===== src/rtl/pixel_pattern_gen.sv =====
// Pipelined VGA pixel pattern generator: solid, colour bars, checkerboard and scrolling bars.
// Two pixel_tick stages from timing inputs to RGB/syncs; mode and scroll latch at frame start.
module pixel_pattern_gen #(
    parameter int unsigned COLOR_BITS  = 4,
    parameter int unsigned X_BITS      = 10,
    parameter int unsigned Y_BITS      = 10,
    parameter int unsigned H_ACTIVE    = 640,
    parameter int unsigned BAR_W       = 80,
    parameter int unsigned CHECK_SHIFT = 5,
    parameter int unsigned SCROLL_STEP = 4
) (
    input  logic                  clk_100MHz,
    input  logic                  reset,
    input  logic                  pixel_tick,
    input  logic                  video_on,
    input  logic                  hsync_in,
    input  logic                  vsync_in,
    input  logic [X_BITS-1:0]     x,
    input  logic [Y_BITS-1:0]     y,
    input  logic [2:0]            sw,
    input  logic [1:0]            mode,
    output logic [COLOR_BITS-1:0] red,
    output logic [COLOR_BITS-1:0] green,
    output logic [COLOR_BITS-1:0] blue,
    output logic                  hsync,
    output logic                  vsync
);

    localparam int unsigned SumW = X_BITS + 1;

    typedef enum logic [1:0] {
        ModeSolid   = 2'd0,
        ModeBars    = 2'd1,
        ModeChecker = 2'd2,
        ModeScroll  = 2'd3
    } mode_e;

    mode_e                  mode_q, mode_d;
    logic [X_BITS-1:0]      scroll_q, scroll_d;
    logic [SumW-1:0]        scroll_sum;
    logic                   frame_start;

    logic [SumW-1:0]        x_sum;
    logic [SumW-1:0]        x_eff;
    logic [2:0]             bar_idx;
    logic [2:0]             bar_code;
    logic                   checker_on;
    logic [2:0]             code_d;

    logic [2:0]             code_s1_q;
    logic                   video_on_s1_q;
    logic                   hsync_s1_q;
    logic                   vsync_s1_q;

    logic [COLOR_BITS-1:0]  red_q, green_q, blue_q;
    logic                   hsync_q, vsync_q;

    assign frame_start = pixel_tick && (x == '0) && (y == '0);

    // Frame-level state; the frame-start pixel itself already sees the new values.
    always_comb begin
        mode_d     = mode_q;
        scroll_d   = scroll_q;
        scroll_sum = {1'b0, scroll_q} + SumW'(SCROLL_STEP);
        if (frame_start) begin
            mode_d = mode_e'(mode);
            if (mode_e'(mode) == ModeScroll) begin
                if (scroll_sum >= SumW'(H_ACTIVE)) begin
                    scroll_d = X_BITS'(scroll_sum - SumW'(H_ACTIVE));
                end else begin
                    scroll_d = X_BITS'(scroll_sum);
                end
            end else begin
                scroll_d = '0;
            end
        end
    end

    always_comb begin
        x_sum = {1'b0, x} + {1'b0, scroll_d};
        x_eff = {1'b0, x};
        if (mode_d == ModeScroll) begin
            x_eff = (x_sum >= SumW'(H_ACTIVE)) ? (x_sum - SumW'(H_ACTIVE)) : x_sum;
        end
    end

    // Bar index by threshold count, so anything past the last bar saturates at 7.
    always_comb begin
        bar_idx = 3'd0;
        for (int unsigned k = 1; k < 8; k++) begin
            if (x_eff >= SumW'(k * BAR_W)) begin
                bar_idx = 3'(k);
            end
        end
    end

    always_comb begin
        case (bar_idx)
            3'd0:    bar_code = 3'd7;
            3'd1:    bar_code = 3'd3;
            3'd2:    bar_code = 3'd6;
            3'd3:    bar_code = 3'd2;
            3'd4:    bar_code = 3'd5;
            3'd5:    bar_code = 3'd1;
            3'd6:    bar_code = 3'd4;
            default: bar_code = 3'd0;
        endcase
    end

    assign checker_on = x[CHECK_SHIFT] ^ y[CHECK_SHIFT];

    always_comb begin
        code_d = 3'd0;
        unique case (mode_d)
            ModeSolid:             code_d = sw;
            ModeBars, ModeScroll:  code_d = bar_code;
            ModeChecker:           code_d = checker_on ? sw : 3'd0;
            default:               code_d = 3'd0;
        endcase
    end

    always_ff @(posedge clk_100MHz or negedge reset) begin
        if (!reset) begin
            mode_q        <= ModeSolid;
            scroll_q      <= '0;
            code_s1_q     <= 3'd0;
            video_on_s1_q <= 1'b0;
            hsync_s1_q    <= 1'b0;
            vsync_s1_q    <= 1'b0;
            red_q         <= '0;
            green_q       <= '0;
            blue_q        <= '0;
            hsync_q       <= 1'b0;
            vsync_q       <= 1'b0;
        end else if (pixel_tick) begin
            mode_q        <= mode_d;
            scroll_q      <= scroll_d;
            code_s1_q     <= code_d;
            video_on_s1_q <= video_on;
            hsync_s1_q    <= hsync_in;
            vsync_s1_q    <= vsync_in;
            red_q         <= {COLOR_BITS{code_s1_q[0] & video_on_s1_q}};
            green_q       <= {COLOR_BITS{code_s1_q[1] & video_on_s1_q}};
            blue_q        <= {COLOR_BITS{code_s1_q[2] & video_on_s1_q}};
            hsync_q       <= hsync_s1_q;
            vsync_q       <= vsync_s1_q;
        end
    end

    assign red   = red_q;
    assign green = green_q;
    assign blue  = blue_q;
    assign hsync = hsync_q;
    assign vsync = vsync_q;

endmodule


===== config.mk =====
export PLATFORM = sky130hd
export DESIGN_NAME = pixel_pattern_gen
export DESIGN_NICKNAME = d
export VERILOG_FILES = /design/src/rtl/pixel_pattern_gen.sv
export SDC_FILE = /design/constraint.sdc
export NUM_CORES = 1
export LEC_CHECK = 0
export ABC_CLOCK_PERIOD_IN_PS = 7350
export CORE_MARGIN = 3
export CORE_UTILIZATION = 25
export DETAILED_ROUTE_END_ITERATION = 10
export PLACE_DENSITY = 0.4
export SLEW_MARGIN = 20
export SYNTH_ARGS = -nofsm -noshare
export SYNTH_HDL_FRONTEND = slang
export SYNTH_SLANG_ARGS = --single-unit

===== constraint.sdc =====
create_clock -name clk_100MHz -period 7.35 [get_ports clk_100MHz]
set_clock_uncertainty 0.1 [all_clocks]
set_input_delay 0.735 -clock clk_100MHz [delete_from_list [all_inputs] [get_ports clk_100MHz]]
set_output_delay 0.735 -clock clk_100MHz [all_outputs]
set_load 0.02 [all_outputs]

### Word level (Yosys, flattened, before mapping)

Cells that the tools add are included.

| operators by class | value |
|---|---|
| magnitude comparators | 9 |
| multiply operators | 0 |
| eq/ne operators | 10 |
| $add $sub $neg | 4 |
| div/mod/pow operators | 0 |
| reductions and logical operators | 7 |
| muxes and demuxes | 16 |
| shift operators | 0 |
| bitwise logic cells | 4 |

Operator list:

| kind | number |
|---|---|
| $ge A11 B10 Y1 const B | 3 |
| $ge A11 B9 Y1 const B | 3 |
| $mux W10 | 3 |
| $ge A11 B8 Y1 const B | 2 |
| $mux W11 | 2 |
| $mux W3 | 7 |
| $pmux W3 S7 | 1 |
| $logic_not A10 Y1 | 2 |
| $add A10 B10 Y11 | 1 |
| $add A10 B3 Y11 const B | 1 |
| $ge A11 B7 Y1 const B | 1 |
| $sub A11 B10 Y11 const B | 1 |
| $sub A10 B10 Y10 const B | 1 |
| $eq A3 B3 Y1 const B | 3 |
| $pmux W3 S3 | 1 |
| $eq A2 B2 Y1 const B | 3 |
| $eq A3 B2 Y1 const B | 2 |
| $and A1 B1 Y1 | 3 |
| $eq A3 B1 Y1 const B | 1 |
| $logic_not A3 Y1 | 1 |
| $eq A2 B1 Y1 const B | 1 |
| $logic_and A1 B1 Y1 | 2 |
| $logic_not A2 Y1 | 1 |
| $mux W2 | 1 |
| other kinds (3) | 3 |

| storage, ports and cells | value |
|---|---|
| memories | 0 |
| memory bits (writable) | 0 |
| memory bits (read-only) | 0 |
| register bits | 23 |
| bits in latches | 0 |
| output and inout bits | 14 |

### Depth between registers and ports, before layout

Gate-level depths: netlist of run 1.

| depth | value |
|---|---|
| word-level depth | 20 |
| mapped depth | 24 |

### Least setup slack after synthesis of run 1

OpenSTA, ideal clock, no wires.

| path | value |
|---|---|
| kind | register to register |
| from | register scroll_q[2] |
| to | register code_s1_q[2] |
| clock period less this slack | 5.254 ns |
| cell stages (with the launch flop) | 25 |
| path buffers | 0 |
| library setup time | 0.066 ns |
| path slack | 2.096 ns |
| arrival | 5.088 ns |
| cells stage by stage | dfrtp_1 -> ha_1 -> and3_1 -> nand3_1 -> xnor2_1 -> inv_1 -> ha_1 -> o41ai_1 -> nand2_1 -> o21a_1 -> xnor2_1 -> o21ai_0 -> a22o_1 -> ha_1 -> nor2b_1 -> o2111a_1 -> a221o_2 -> inv_2 -> ha_1 -> o311ai_1 -> or4_1 -> o21ai_1 -> or3b_1 -> a21oi_1 -> o32a_1 |

| between the ends | value |
|---|---|
| longest elaborated chain between the ends | 20 |

RTL lines:

| element | line | source |
|---|---|---|
| start: declaration | 39 | `logic [X_BITS-1:0] scroll_q, scroll_d;` |
| start signal: assignment | 137 | `scroll_q <= scroll_d;` |
| $add A10 B3 Y11 (*) | 64 | `scroll_sum = {1'b0, scroll_q} + SumW'(SCROLL_STEP);` |
| $sub A10 B10 Y10 or $ge A11 B10 Y1 (tied branches) | 69, 68 |  |
| $mux W10 (*) | 68 | `if (scroll_sum >= SumW'(H_ACTIVE)) begin` |
| $mux W10 (*) | 67 | `if (mode_e'(mode) == ModeScroll) begin` |
| $mux W10 (*) | 65 | `if (frame_start) begin` |
| named net scroll_d[7] | 39 |  |
| $add A10 B10 Y11 (*) | 80 | `x_sum = {1'b0, x} + {1'b0, scroll_d};` |
| $sub A11 B10 Y11 or $ge A11 B10 Y1 (tied branches) | 83 | `x_eff = (x_sum >= SumW'(H_ACTIVE)) ? (x_sum - SumW'(H_ACTIVE)) : x_sum;` |
| $mux W11 (*) | 83 |  |
| $mux W11 (*) | 82 | `if (mode_d == ModeScroll) begin` |
| $ge A11 B7 Y1 | 91 | `if (x_eff >= SumW'(k * BAR_W)) begin` |
| $mux W1 | 91 |  |
| $mux W3 (5 in a row) | 91 |  |
| $mux W3 (*) | 91 |  |
| $eq A3 B3 Y1, or another cell as far along | 98 | `case (bar_idx)` |
| $pmux W3 S7 (*) | 98 |  |
| $pmux W3 S3 (*) | 114 | `unique case (mode_d)` |
| end signal: assignment | 138 | `code_s1_q <= code_d;` |
| end: declaration | 50 | `logic [2:0] code_s1_q;` |

The timed path passes the listed nets; every way through them passes the cells marked *.
A chain may end at the register's enable or synchronous reset.

### Worst setup path in the final report of run 1

| path | value |
|---|---|
| from | input port pixel_tick |
| to | register code_s1_q[2] |

| between the ends | value |
|---|---|
| longest elaborated chain between the ends | 18 |

RTL lines:

| element | line | source |
|---|---|---|
| start: declaration | 14 | `input logic pixel_tick,` |
| $logic_and A1 B1 Y1 (*) (2 in a row) | 58 | `assign frame_start = pixel_tick && (x == '0) && (y == '0);` |
| $mux W10 (*) | 65 |  |
| named net scroll_d[5] | 39 |  |
| $add A10 B10 Y11 (*) | 80 |  |
| $sub A11 B10 Y11 or $ge A11 B10 Y1 (tied branches) | 83 |  |
| $mux W11 (*) | 83 |  |
| $mux W11 (*) | 82 |  |
| $ge A11 B7 Y1 | 91 |  |
| $mux W1 | 91 |  |
| $mux W3 (5 in a row) | 91 |  |
| $mux W3 (*) | 91 |  |
| $eq A3 B3 Y1, or another cell as far along | 98 |  |
| $pmux W3 S7 (*) | 98 |  |
| $pmux W3 S3 (*) | 114 |  |

Marked as above.

==> results.sh, run 1 <==
export IMPL_routabilityCongestion=0.827
export IMPL_synth_simple_gate_area_share_pct=22.8
export IMPL_layout_min_cycle_time_ns=6.33
export IMPL_yosys_area_share_adder_pct=8.25
export IMPL_drt_total_wl_mm=7.11
export IMPL_final_layout_size_suffix_gt1_share_pct=10.2
export IMPL_clk_pin_slew_ns=0.09
export IMPL_worstPathArrival_ns=6.44
export IMPL_drc=0
export IMPL_fin_tns_setup_ns=0
export IMPL_r2r_end="code_s1_q[2]$_DFFE_PN0P_"
export IMPL_cts_tree="done"
export IMPL_synth_cell_types=70
export IMPL_dieWidth_um=103
export IMPL_final_cell_mix="clkdlybuf4s50_1 (44), nand2_1 (26), o21ai_0 (26), dfrtp_1 (23), a21oi_1 (19)"
export IMPL_synth_xor_area_share_pct=5.19
export IMPL_antenna_cells=0
export IMPL_finalCoreUtilization_pct=32.6
export IMPL_reg2reg_slack_ns=1.29
export IMPL_hold_end="hsync_s1_q$_DFFE_PN0P_"
export IMPL_slew_violations=0
export IMPL_worst_pin_slew_ns=0.698
export IMPL_worst_slack_ns=1.02
export IMPL_rr_startpoint="scroll_q[2]$_DFFE_PN0P_"
export IMPL_finalNonFillerCells=432
export IMPL_clock_latency_ns=0.27
export IMPL_grt_pass1_vias=2271
export IMPL_drtIter0Drc=130
export IMPL_async_flop_share_pct=100
export IMPL_drtAntennaViolNets=0
export IMPL_placed_cells=428
export IMPL_synth_compound_area_share_pct=29.8
export IMPL_hp_start="hsync_s1_q$_DFFE_PN0P_"
export IMPL_setup_violations=0
export IMPL_vias=2316
export IMPL_crit_path_max_fanout=21
export IMPL_finalHoldViolCount=0
export IMPL_post_route_period_util_pct=86.1
export IMPL_ys_seq_area_share_pct=24.3
export IMPL_io_pin_count=45
export IMPL_required_ns=7.47
export IMPL_max_slew_margin_pct=52.8
export IMPL_synth_nets=335
export IMPL_ir_drop_mv=0.0616
export IMPL_die_h_um=103
export IMPL_mostFrequentLayoutCell="clkdlybuf4s50_1"
export IMPL_mappedNetlistArea_um2=2360
export IMPL_synthFlopType="dfrtp_1"
export IMPL_fp_coreArea_um2=8930
export IMPL_avgSynthCellArea_um2=8.18
export IMPL_whs_ns=0.410
export IMPL_pwr_density_cell_nw_per_um2=109
export IMPL_post_cts_buffers=0
export IMPL_synth_edf_count=0
export IMPL_syn_inst=289
export IMPL_hold_depth=1
export IMPL_num_rows=34
export IMPL_nets=371
export IMPL_status="finished, final reports clean"
export IMPL_cap_viol_max_count=0
export IMPL_cts_max_level=1
export IMPL_dieArea_um2=10700
export IMPL_rsz0062_at_grt="false"
export IMPL_cts_resized=0
export IMPL_grt_pass1_wl_mm=11.5
export IMPL_clk_path_buf_depth=2
export IMPL_fmaxAchievable_mhz=158
export IMPL_worstRegToRegCells=24
export IMPL_yosysWarnings=0
export IMPL_dpl_hpwl_mm=5.78
export IMPL_cts_hold_buf=0
export IMPL_ys_ff_latch=23
export IMPL_wl_per_cell_um=16.5
export IMPL_synth_top_family_by_area="compound AO/OA/AOI/OAI gates"
export IMPL_cp_start_kind="input pin"
export IMPL_root_buffer="clkbuf_8"
export IMPL_routed_via_density=5.36
export IMPL_place_ws_ns=0.695
export IMPL_grt_usage_pct=13.6
export IMPL_syn_to_final_growth_pct=23.3
export IMPL_muxShareOfSynthArea_pct=3.28
export IMPL_antenna_found_initial=0
export IMPL_portBuffers=44
export IMPL_cts_buffers=3
export IMPL_clock_sink_count=23
export IMPL_end_kind="flop"
export IMPL_start_util_pct=26.5
export IMPL_leakage_nw=1.16
export IMPL_grt_ovfl_total=0
export IMPL_grt_max_degree=24
export IMPL_dr_pass1_iters=4
export IMPL_critical_path_class="in -> reg"
export IMPL_hold_class="reg -> reg"
cells by family after synthesis:
family / count (synthesis)
flip-flops: 23
XOR/XNOR: 14
AND/OR/NAND/NOR: 100
AO/OA/AOI/OAI: 99
adder cells (fa/ha/maj): 15
buffers and inverters: 31
multiplexers: 7
synthesized netlist by cell type, types with 4 or more instances:
cell / number / area, um^2
nand2_1: 26 / 97.6
o21ai_0: 26 / 130
dfrtp_1: 23 / 576
a21oi_1: 19 / 95.1
nor2_1: 17 / 63.8
nand3_1: 15 / 75.1
ha_1: 14 / 175
inv_1: 14 / 52.6
xnor2_1: 10 / 87.6
buf_4: 9 / 67.6
clkbuf_1: 6 / 22.5
mux2_2: 6 / 67.6
nor4_1: 5 / 31.3
a21boi_0: 4 / 30.0
a31oi_1: 4 / 25.0
nand4_1: 4 / 25.0
nor3_1: 4 / 20.0
o211ai_1: 4 / 30.0
o31ai_1: 4 / 30.0
or2_2: 4 / 25.0
xor2_1: 4 / 35.0
flip-flops by register name (all words and copies together) (netlist names):
name / flops
scroll_q: 10
code_s1_q: 3
mode_q: 2
blue: 1
green: 1
hsync: 1
hsync_s1_q: 1
red: 1
video_on_s1_q: 1
vsync: 1
vsync_s1_q: 1
power by group:
part | internal, mW | switching, mW | leakage [nW] | total (mW)
sequential | 0.133 | 0.00503 | 0.300 | 0.138
combinational | 0.0478 | 0.0478 | 0.832 | 0.0956
clock | 0.0379 | 0.0447 | 0.0255 | 0.0827
total | 0.219 | 0.0976 | 1.16 | 0.316
critical path, cell delays in order:
cell,delay [ns]
clkdlybuf4s50_1,0.46
buf_4,0.23
nor4b_1,0.46
nand4_1,0.23
or3_1,0.65
o21ai_0,0.36
ha_1,0.38
o21ai_0,0.30
a21oi_1,0.12
a221o_2,0.48
inv_2,0.12
ha_1,0.24
o311ai_1,0.24
or4_1,0.52
o21ai_1,0.19
or3b_1,0.37
a21oi_1,0.17
o32a_1,0.17
per-stage QoR:
| stage | power (mW) | cell area, um^2 |
|---|---|---|
| 3_5_place_dp | 0.237 | 2870 |
| 6_report | 0.316 | 2920 |
| 2_1_floorplan | 0.195 | 2360 |
| 5_1_grt | 0.334 | 2920 |
| 3_3_place_gp | 0.238 | 2870 |
| 4_1_cts | 0.321 | 2920 |
metal layers:
| layer | wire length [um] | vias up | GRT usage [%] |
|---|---|---|---|
| met5 | 0 | - | 0 |
| met4 | 116 | 0 | 3.98 |
| met3 | 125 | 8 | 0.738 |
| met2 | 3250 | 42 | 22.6 |
| met1 | 3610 | 1104 | 19.0 |
| li1 | - | 1162 | - |
worst max path at each step:
stage / from / to / slack, ns / cells past startpoint
4_1_cts: pixel_tick / code_s1_q[2]$_DFFE_PN0P_ / 0.98 / 18
5_1_grt: pixel_tick / code_s1_q[2]$_DFFE_PN0P_ / 0.54 / 18
6_report: pixel_tick / code_s1_q[2]$_DFFE_PN0P_ / 1.02 / 18
3_5_place_dp: pixel_tick / code_s1_q[2]$_DFFE_PN0P_ / 0.69 / 18
2_1_floorplan: scroll_q[2]$_DFFE_PN0P_ / code_s1_q[2]$_DFFE_PN0P_ / 2.10 / 24
3_3_place_gp: pixel_tick / code_s1_q[2]$_DFFE_PN0P_ / 0.91 / 18
area by class of cell:
class / instances / area, um^2
Tap cell: 108 / 135
Clock inverter: 1 / 5.00
Clock buffer: 3 / 41.3
Inverter: 15 / 56.3
Fill cell: 978 / 6020
Timing Repair Buffer: 47 / 463
Sequential cell: 23 / 576
Multi-Input combinational cell: 235 / 1640
Power figures use the tool's default switching activity.
==> run 2: changes to the inputs <==
--- a/config.mk
+++ b/config.mk
@@ -9,6 +9,7 @@
 export CORE_MARGIN = 3
 export CORE_UTILIZATION = 25
 export DETAILED_ROUTE_END_ITERATION = 10
+export GPL_ROUTABILITY_DRIVEN = 0
 export PLACE_DENSITY = 0.4
 export SLEW_MARGIN = 20
 export SYNTH_ARGS = -nofsm -noshare
==> results of run 2 <==
The final DEF is identical to that of run 1; final timing and power are the same.
==> run 3: changes to the inputs <==
--- a/config.mk
+++ b/config.mk
@@ -5,7 +5,7 @@
 export SDC_FILE = /design/constraint.sdc
 export NUM_CORES = 1
 export LEC_CHECK = 0
-export ABC_CLOCK_PERIOD_IN_PS = 7350
+export ABC_CLOCK_PERIOD_IN_PS = 7400
 export CORE_MARGIN = 3
 export CORE_UTILIZATION = 25
 export DETAILED_ROUTE_END_ITERATION = 10
==> constraint.sdc (replaced) <==
create_clock -name clk_100MHz -period 7.4 [get_ports clk_100MHz]
set_clock_uncertainty 0.1 [all_clocks]
set_input_delay 0.74 -clock clk_100MHz [delete_from_list [all_inputs] [get_ports clk_100MHz]]
set_output_delay 0.74 -clock clk_100MHz [all_outputs]
set_load 0.02 [all_outputs]
==> results of run 3 <==
Same layout as run 1 (identical final DEF). Status: finished, final reports clean.
Main changes from that run: setup slack after placement 0.695 ns -> 0.740 ns; setup slack after layout 1.02 ns -> 1.07 ns; register-to-register setup slack 1.29 ns -> 1.34 ns; total power 0.316 mW -> 0.314 mW; worst IR drop on VDD 0.0616 mV -> 0.0612 mV
